==> src/rtl/seq_ctrl_pkg.sv <==
// Shared definitions for the serial pattern detector: default sizes,
// controller state encoding and the pattern-length legality check.
package seq_ctrl_pkg;

    localparam int MAX_LEN = 8;
    localparam int CNT_W   = 8;

    typedef enum logic [1:0] {
        ST_IDLE = 2'd0,
        ST_RUN  = 2'd1,
        ST_DONE = 2'd2,
        ST_ERR  = 2'd3
    } state_t;

    // A length is usable only if it selects at least one bit and fits the history.
    function automatic logic len_legal(input logic [3:0] len, input int max_len);
        return (len != 4'd0) && (int'(len) <= max_len);
    endfunction

endpackage

==> src/rtl/seq_detect_ctrl_matcher.sv <==
// History shift register, saturating fill counter and pattern comparator.
// hit reflects the history as it will look after the current shift.
module pattern_matcher
    import seq_ctrl_pkg::*;
#(
    parameter int MAX_LEN = seq_ctrl_pkg::MAX_LEN
) (
    input  logic               clk,
    input  logic               rst,
    input  logic               clear,
    input  logic               shift,
    input  logic               din,
    input  logic [MAX_LEN-1:0] pattern,
    input  logic [3:0]         len,
    input  logic               overlap,
    output logic               hit
);

    localparam int FILL_W = $clog2(MAX_LEN + 1);

    logic [MAX_LEN-1:0] history;
    logic [MAX_LEN-1:0] history_next;
    logic [MAX_LEN-1:0] mask;
    logic [FILL_W-1:0]  fill;
    logic [FILL_W-1:0]  fill_next;

    // NOTE: every signal written here gets a default first, so no path can leave it unassigned and infer a latch.
    always_comb begin
        history_next = (history << 1) | MAX_LEN'(din);
        fill_next    = (fill == FILL_W'(MAX_LEN)) ? fill : fill + 1'b1;
        mask         = '0;
        for (int i = 0; i < MAX_LEN; i++) begin
            mask[i] = (i < int'(len));
        end
        hit = shift
            && (int'(fill_next) >= int'(len))
            && ((history_next & mask) == (pattern & mask));
    end

    // NOTE: the history is a plain register, not a memory, so it is reset like any other state.
    always_ff @(posedge clk or posedge rst) begin
        if (rst) begin
            history <= '0;
            fill    <= '0;
        end else if (clear) begin
            history <= '0;
            fill    <= '0;
        end else if (shift) begin
            history <= history_next;
            // Non-overlapping mode forces a full fresh pattern before the next hit.
            fill    <= (hit && !overlap) ? '0 : fill_next;
        end
    end

endmodule

==> src/rtl/seq_detect_ctrl.sv <==
// Run controller for the serial pattern detector: configuration latch,
// IDLE/RUN/DONE/ERR sequencing, match pulse and saturating match counter.
module seq_detect_ctrl
    import seq_ctrl_pkg::*;
#(
    parameter int MAX_LEN = seq_ctrl_pkg::MAX_LEN,
    parameter int CNT_W   = seq_ctrl_pkg::CNT_W
) (
    input  logic               clk,
    input  logic               rst,
    input  logic               cfg_we,
    input  logic [MAX_LEN-1:0] cfg_pattern,
    input  logic [3:0]         cfg_len,
    input  logic               cfg_overlap,
    input  logic [CNT_W-1:0]   cfg_target,
    input  logic               start,
    input  logic               abort,
    input  logic               din,
    input  logic               din_valid,
    output logic               match,
    output logic [CNT_W-1:0]   match_cnt,
    output logic               busy,
    output logic               done,
    output logic               err
);

    state_t             state;
    state_t             state_next;
    logic               match_next;
    logic [CNT_W-1:0]   cnt_next;
    logic [CNT_W-1:0]   cnt_inc;

    logic [MAX_LEN-1:0] pattern;
    logic [3:0]         len;
    logic               overlap;
    logic [CNT_W-1:0]   target;

    logic               cfg_load;
    logic               start_ok;
    logic               run_start;
    logic               shift;
    logic               hit;

    // Configuration is frozen while a run is in progress.
    assign cfg_load  = cfg_we && (state != ST_RUN);
    // DONE with cfg_we goes back to IDLE, so a start there is not honoured.
    assign start_ok  = start && !abort
                    && ((state == ST_IDLE) || ((state == ST_DONE) && !cfg_we));
    assign run_start = start_ok && len_legal(len, MAX_LEN);
    assign shift     = (state == ST_RUN) && din_valid && !abort;
    assign cnt_inc   = (match_cnt == '1) ? match_cnt : match_cnt + 1'b1;

    pattern_matcher #(
        .MAX_LEN (MAX_LEN)
    ) u_matcher (
        .clk     (clk),
        .rst     (rst),
        .clear   (run_start),
        .shift   (shift),
        .din     (din),
        .pattern (pattern),
        .len     (len),
        .overlap (overlap),
        .hit     (hit)
    );

    always_comb begin
        state_next = state;
        match_next = 1'b0;
        cnt_next   = match_cnt;
        unique case (state)
            ST_IDLE, ST_DONE: begin
                if ((state == ST_DONE) && cfg_we) begin
                    state_next = ST_IDLE;
                end else if (start_ok) begin
                    if (run_start) begin
                        state_next = ST_RUN;
                        cnt_next   = '0;
                    end else begin
                        state_next = ST_ERR;
                    end
                end
            end
            ST_RUN: begin
                if (abort) begin
                    state_next = ST_IDLE;
                end else if (hit) begin
                    match_next = 1'b1;
                    cnt_next   = cnt_inc;
                    if ((target != '0) && (cnt_inc == target)) begin
                        state_next = ST_DONE;
                    end
                end
            end
            ST_ERR: begin
                if (cfg_we) begin
                    state_next = ST_IDLE;
                end
            end
            default: state_next = ST_IDLE;
        endcase
    end

    // NOTE: sequential state uses non-blocking assignments so every register samples pre-edge values.
    always_ff @(posedge clk or posedge rst) begin
        if (rst) begin
            state     <= ST_IDLE;
            match     <= 1'b0;
            match_cnt <= '0;
        end else begin
            state     <= state_next;
            match     <= match_next;
            match_cnt <= cnt_next;
        end
    end

    always_ff @(posedge clk or posedge rst) begin
        if (rst) begin
            pattern <= '0;
            len     <= 4'd1;
            overlap <= 1'b1;
            target  <= '0;
        end else if (cfg_load) begin
            pattern <= cfg_pattern;
            len     <= cfg_len;
            overlap <= cfg_overlap;
            target  <= cfg_target;
        end
    end

    assign busy = (state == ST_RUN);
    assign done = (state == ST_DONE);
    assign err  = (state == ST_ERR);

endmodule

==> config.mk <==
export PLATFORM = sky130hd
export DESIGN_NAME = seq_detect_ctrl
export DESIGN_NICKNAME = d
export VERILOG_FILES = /design/src/rtl/seq_ctrl_pkg.sv /design/src/rtl/seq_detect_ctrl_matcher.sv /design/src/rtl/seq_detect_ctrl.sv
export SDC_FILE = /design/constraint.sdc
export NUM_CORES = 1
export LEC_CHECK = 0
export BUFFER_PORTS_ARGS = -buffer_cell sky130_fd_sc_hd__buf_2
export CORE_UTILIZATION = 51
export CTS_CLUSTER_DIAMETER = 30
export DETAILED_ROUTE_END_ITERATION = 10
export GPL_TIMING_DRIVEN = 0
export PLACE_DENSITY = 0.76
export SYNTH_ARGS = -nofsm -noshare
export SYNTH_HDL_FRONTEND = slang
export SYNTH_SLANG_ARGS = --single-unit
==> constraint.sdc <==
create_clock -name clk -period 2.5 [get_ports clk]
set_clock_uncertainty 0.2 [all_clocks]
set_input_delay 0.25 -clock clk [delete_from_list [all_inputs] [get_ports clk]]
set_output_delay 0.25 -clock clk [all_outputs]
set_load 0.05 [all_outputs]
==> summary.md <==
| Metric | Value |
|---|---|
| Initial Utilization | `between 50% and 60%` |
| DRT iter0 DRCs | `140` |
| Yosys cell types | `between 50 and 60` |
| CP Launch Type | `flop` |
| Antenna Violating Nets Remaining | `0` |
| Core area | `approximately 4700 sq um` |
| Syn_nets | `between 200 and 300` |
| Number of global-route vias before repair | `between 2000 and 2500` |
| Yosys reg bits | `43` |
| Routability cong. | `approximately 0.9` |
| Initial DRT Pass Iterations | `4` |
| Crit path buf inv count | `3` |
| WHS | `between 0.05 and 0.06 ns` |
| WHS Path Cells | `3` |
| Async SR Flop Fraction | `between 90% and 100%` |
| Post-Route WL | `roughly 6500 microns` |
| Synthesized area | `roughly 2500 sq um` |
| Worst skew pair latency | `about 0.3 ns` |
| Boundary Pins | `40` |
| Site Rows | `25` |
| Largest net degree at the start of global routing | `44` |
| Total number of vias | `2336` |
| Diode count | `0` |
| TritonCTS clock tree | `done` |
| Pwr dens | `947 nW/um^2` |
| Nets | `~380` |
| Fin crit share | `113%` |
| CTS root buf | `clkbuf_8` |
| Final WS setup | `-0.325 ns` |
| Grt ovf | `0` |
| Critical Path Sink Type | `flop` |
| Rel. slew slack | `about two fifths` |
| Via density | `approximately 5.6` |
| Worst EP arrival | `approximately 2.8 ns` |
| DRC Markers | `0` |
| Hold Vio Cnt, Final | `0` |
| Commonest non-fill, non-tap cells in the layout | `39 x buf_2, 39 x dfrtp_1, 29 x nand2_1, 23 x dlygate4sd3_1, 19 x buf_4` |
| Die area | `about 5200 sq um` |
| Ys Warns | `0` |
| Slowest-stage cell, CP | `dfrtp_1` |
| Die Width | `slightly above 70 microns` |
| Share of cells above drive strength 1 | `about 31%` |
| Max incr delay on CP | `around 0.42 ns` |
| Reg clk slew, reported paths | `approximately 0.09 ns` |
| Critical path required time | `about 2.5 ns` |
| Design area | `about 3500 sq um` |
| Reg2Reg Launch Point | `u_matcher.fill[0]` |
| Fmax | `about 0.35 GHz` |
| Cells after Synth | `between 200 and 300` |
| Worst path top cell family by delay | `compound AO/OA/AOI/OAI gates` |
| Post-synthesis sequential area ratio | `a little over two fifths` |
| Hold crit path type | `input port to flop` |
| Max Slew Vio Count | `0` |
| First-pass GRT wire length | `between 10000 and 15000 microns` |
| Final min period | `roughly 2.8 ns` |
| Synth Area per Inst | `between 9 and 10 sq um` |
| # H-tree levels | `2` |
| DP HPWL | `~4000 microns` |
| Worst-margin pin slew | `~0.89 ns` |
| Post-synth EDFFs | `0` |
| Status | `finished, violations left` |
| MaxCap Viol Count | `0` |
| Worst path cell trace | `inv_2 -> ha_4 -> nand2_4 -> nor2_4 -> xnor2_2 -> ha_1 -> nand2b_4 -> a2111oi_4 -> a2111oi_4 -> o221ai_2 -> buf_6 -> buf_12 -> o311ai_4 -> nand2_1` |
| Worst path most repeated cell | `a2111oi_4` |
| Initial antenna violation count | `0` |
| Worst reg2reg path depth | `14` |
| Dominant synthesized flop cell | `dfrtp_1` |
| Failing checks | `setup timing` |
| DIE HEIGHT | `roughly 72 microns` |
| RSZ-0062 raised after global routing | `yes` |
| Clock Path Buffers | `2` |
| Dpl cell area | `between 2000 and 3000 sq um` |
| Synth-to-Final Area Change | `38.9%` |
| Port Buffers | `39` |
| Worst hold start | `start` |
| Worst reg2reg endpoint | `match_cnt[7]` |
| Hold endpoint | `state[0]` |
| Reg2Reg Setup Slack | `-0.33 ns` |
| Tot GR Track Use | `between 20% and 30%` |
| Worst VDD drop | `about 0.00056 V` |
| Count of final setup violators | `15` |
| Worst Path Max Fanout | `6` |
| Worst setup path category | `flop to flop` |
| Clock sink total | `43` |
| Post-DR wirelength/cell | `15.7 microns` |
| Leak | `1.55 nW` |
| CTS buffer count | `5` |
[Yosys cell counts, types with 3 or more instances]
cell       n  area, sq um
clkbuf_1  10         37.5
o311ai_1   3         26.3
o211ai_1   3         22.5
nand2b_1   3         18.8
nand3_1   13         65.1
ha_1       7         87.6
nor2_1     7         26.3
inv_1     10         37.5
nor3b_1    3         22.5
nand2_1   32          120
mux2_1    15          169
dfrtp_1   41         1030
mux2_2     6         67.6
and2_1     3         18.8
o31ai_1    3         22.5
o21ai_0    5         25.0
o21ai_1   12         60.1
xor2_1     5         43.8
a21oi_1    9         45.0
nor2b_1    3         18.8
xnor2_1   10         87.6
o21a_1     3         22.5
nand4_1    5         31.3
a22o_1     3         26.3
[per-layer routing]
metal	global-route usage (%)	part of all wire (%)	up-vias
li1	-	-	1112
met1	33.5	43	1139
met4	9.80	1.8	0
met3	5.83	5.1	10
met5	0	0	-
met2	43.9	50	75
[layout make-up]
class	count	area, sq um
Buffer	10	46.3
Clock buffer	7	76.3
Clock inverter	1	30.0
Fill cell	327	1230
Inverter	11	41.3
Multi-Input combinational cell	189	1490
Sequential cell	43	1080
Tap cell	67	83.8
Timing Repair Buffer	86	642
[kinds of logic after synthesis]
kind of cell             Yosys count  synth area share [%]
multiplexers                      23                  10.2
XOR/XNOR                          15                  5.23
adder cells (fa/ha/maj)            7                  3.48
AO/OA/AOI/OAI                     58                  16.8
flip-flops                        43                  42.9
buffers and inverters             22                  3.58
AND/OR/NAND/NOR                   86                  17.8
[power by group]
part / internal, mW / switching, mW
Clock: 0.299 / 0.242
Sequential: 0.941 / 0.287
Combinational: 0.816 / 0.720
Total: 2.06 / 1.25
[how the worst max path moves through the flow]
stage / cells past startpoint / slack [ns] / to / start
after global routing: 14 / -0.45 / match_cnt[0] / u_matcher.fill[0]
after global placement: 13 / -0.38 / match_cnt[2] / u_matcher.fill[0]
final: 14 / -0.33 / match_cnt[7] / u_matcher.fill[0]
after floorplan: 13 / -0.12 / u_matcher.fill[1] / u_matcher.fill[0]
after CTS: 13 / -0.31 / u_matcher.fill[1] / u_matcher.fill[0]
after detailed placement: 13 / -0.39 / match_cnt[2] / u_matcher.fill[0]
[state kept, by name, summed over array words and instances (netlist names)]
name	count
len	4
overlap	1
u_matcher.fill	4
target	8
match_cnt	8
pattern	8
match	1
u_matcher.history	7
state	2
[what timing repair did]
action | in CTS | in global routing
endpoints found under the setup margin | 15 | 15
hold buffers | 23 | 0
gates resized for setup | 10 | 14
pin swaps | 10 | 14
setup buffers | 22 | 2
endpoints found under the hold margin | 63 | 0
[worst min-delay path: stages]
cell,delay [ns]
buf_2,0.09
a21oi_1,0.06
o2bb2ai_1,0.11
[per-stage QoR]
stage	setup WS, ns	setup TNS (ns)	std cells	total power [mW]	utilization [%]
detailed placement	-0.392	-3.87	360	2.37	59.9
floorplan	-0.121	-0.676	254	2.08	-
CTS	-0.306	-3.28	412	3.17	71.5
finish	-0.325	-3.73	414	3.31	73.9
global placement	-0.379	-3.73	360	2.32	59.9
global route	-0.449	-5.71	414	3.50	73.9
Note: power is estimated with default switching activity, not from simulation.
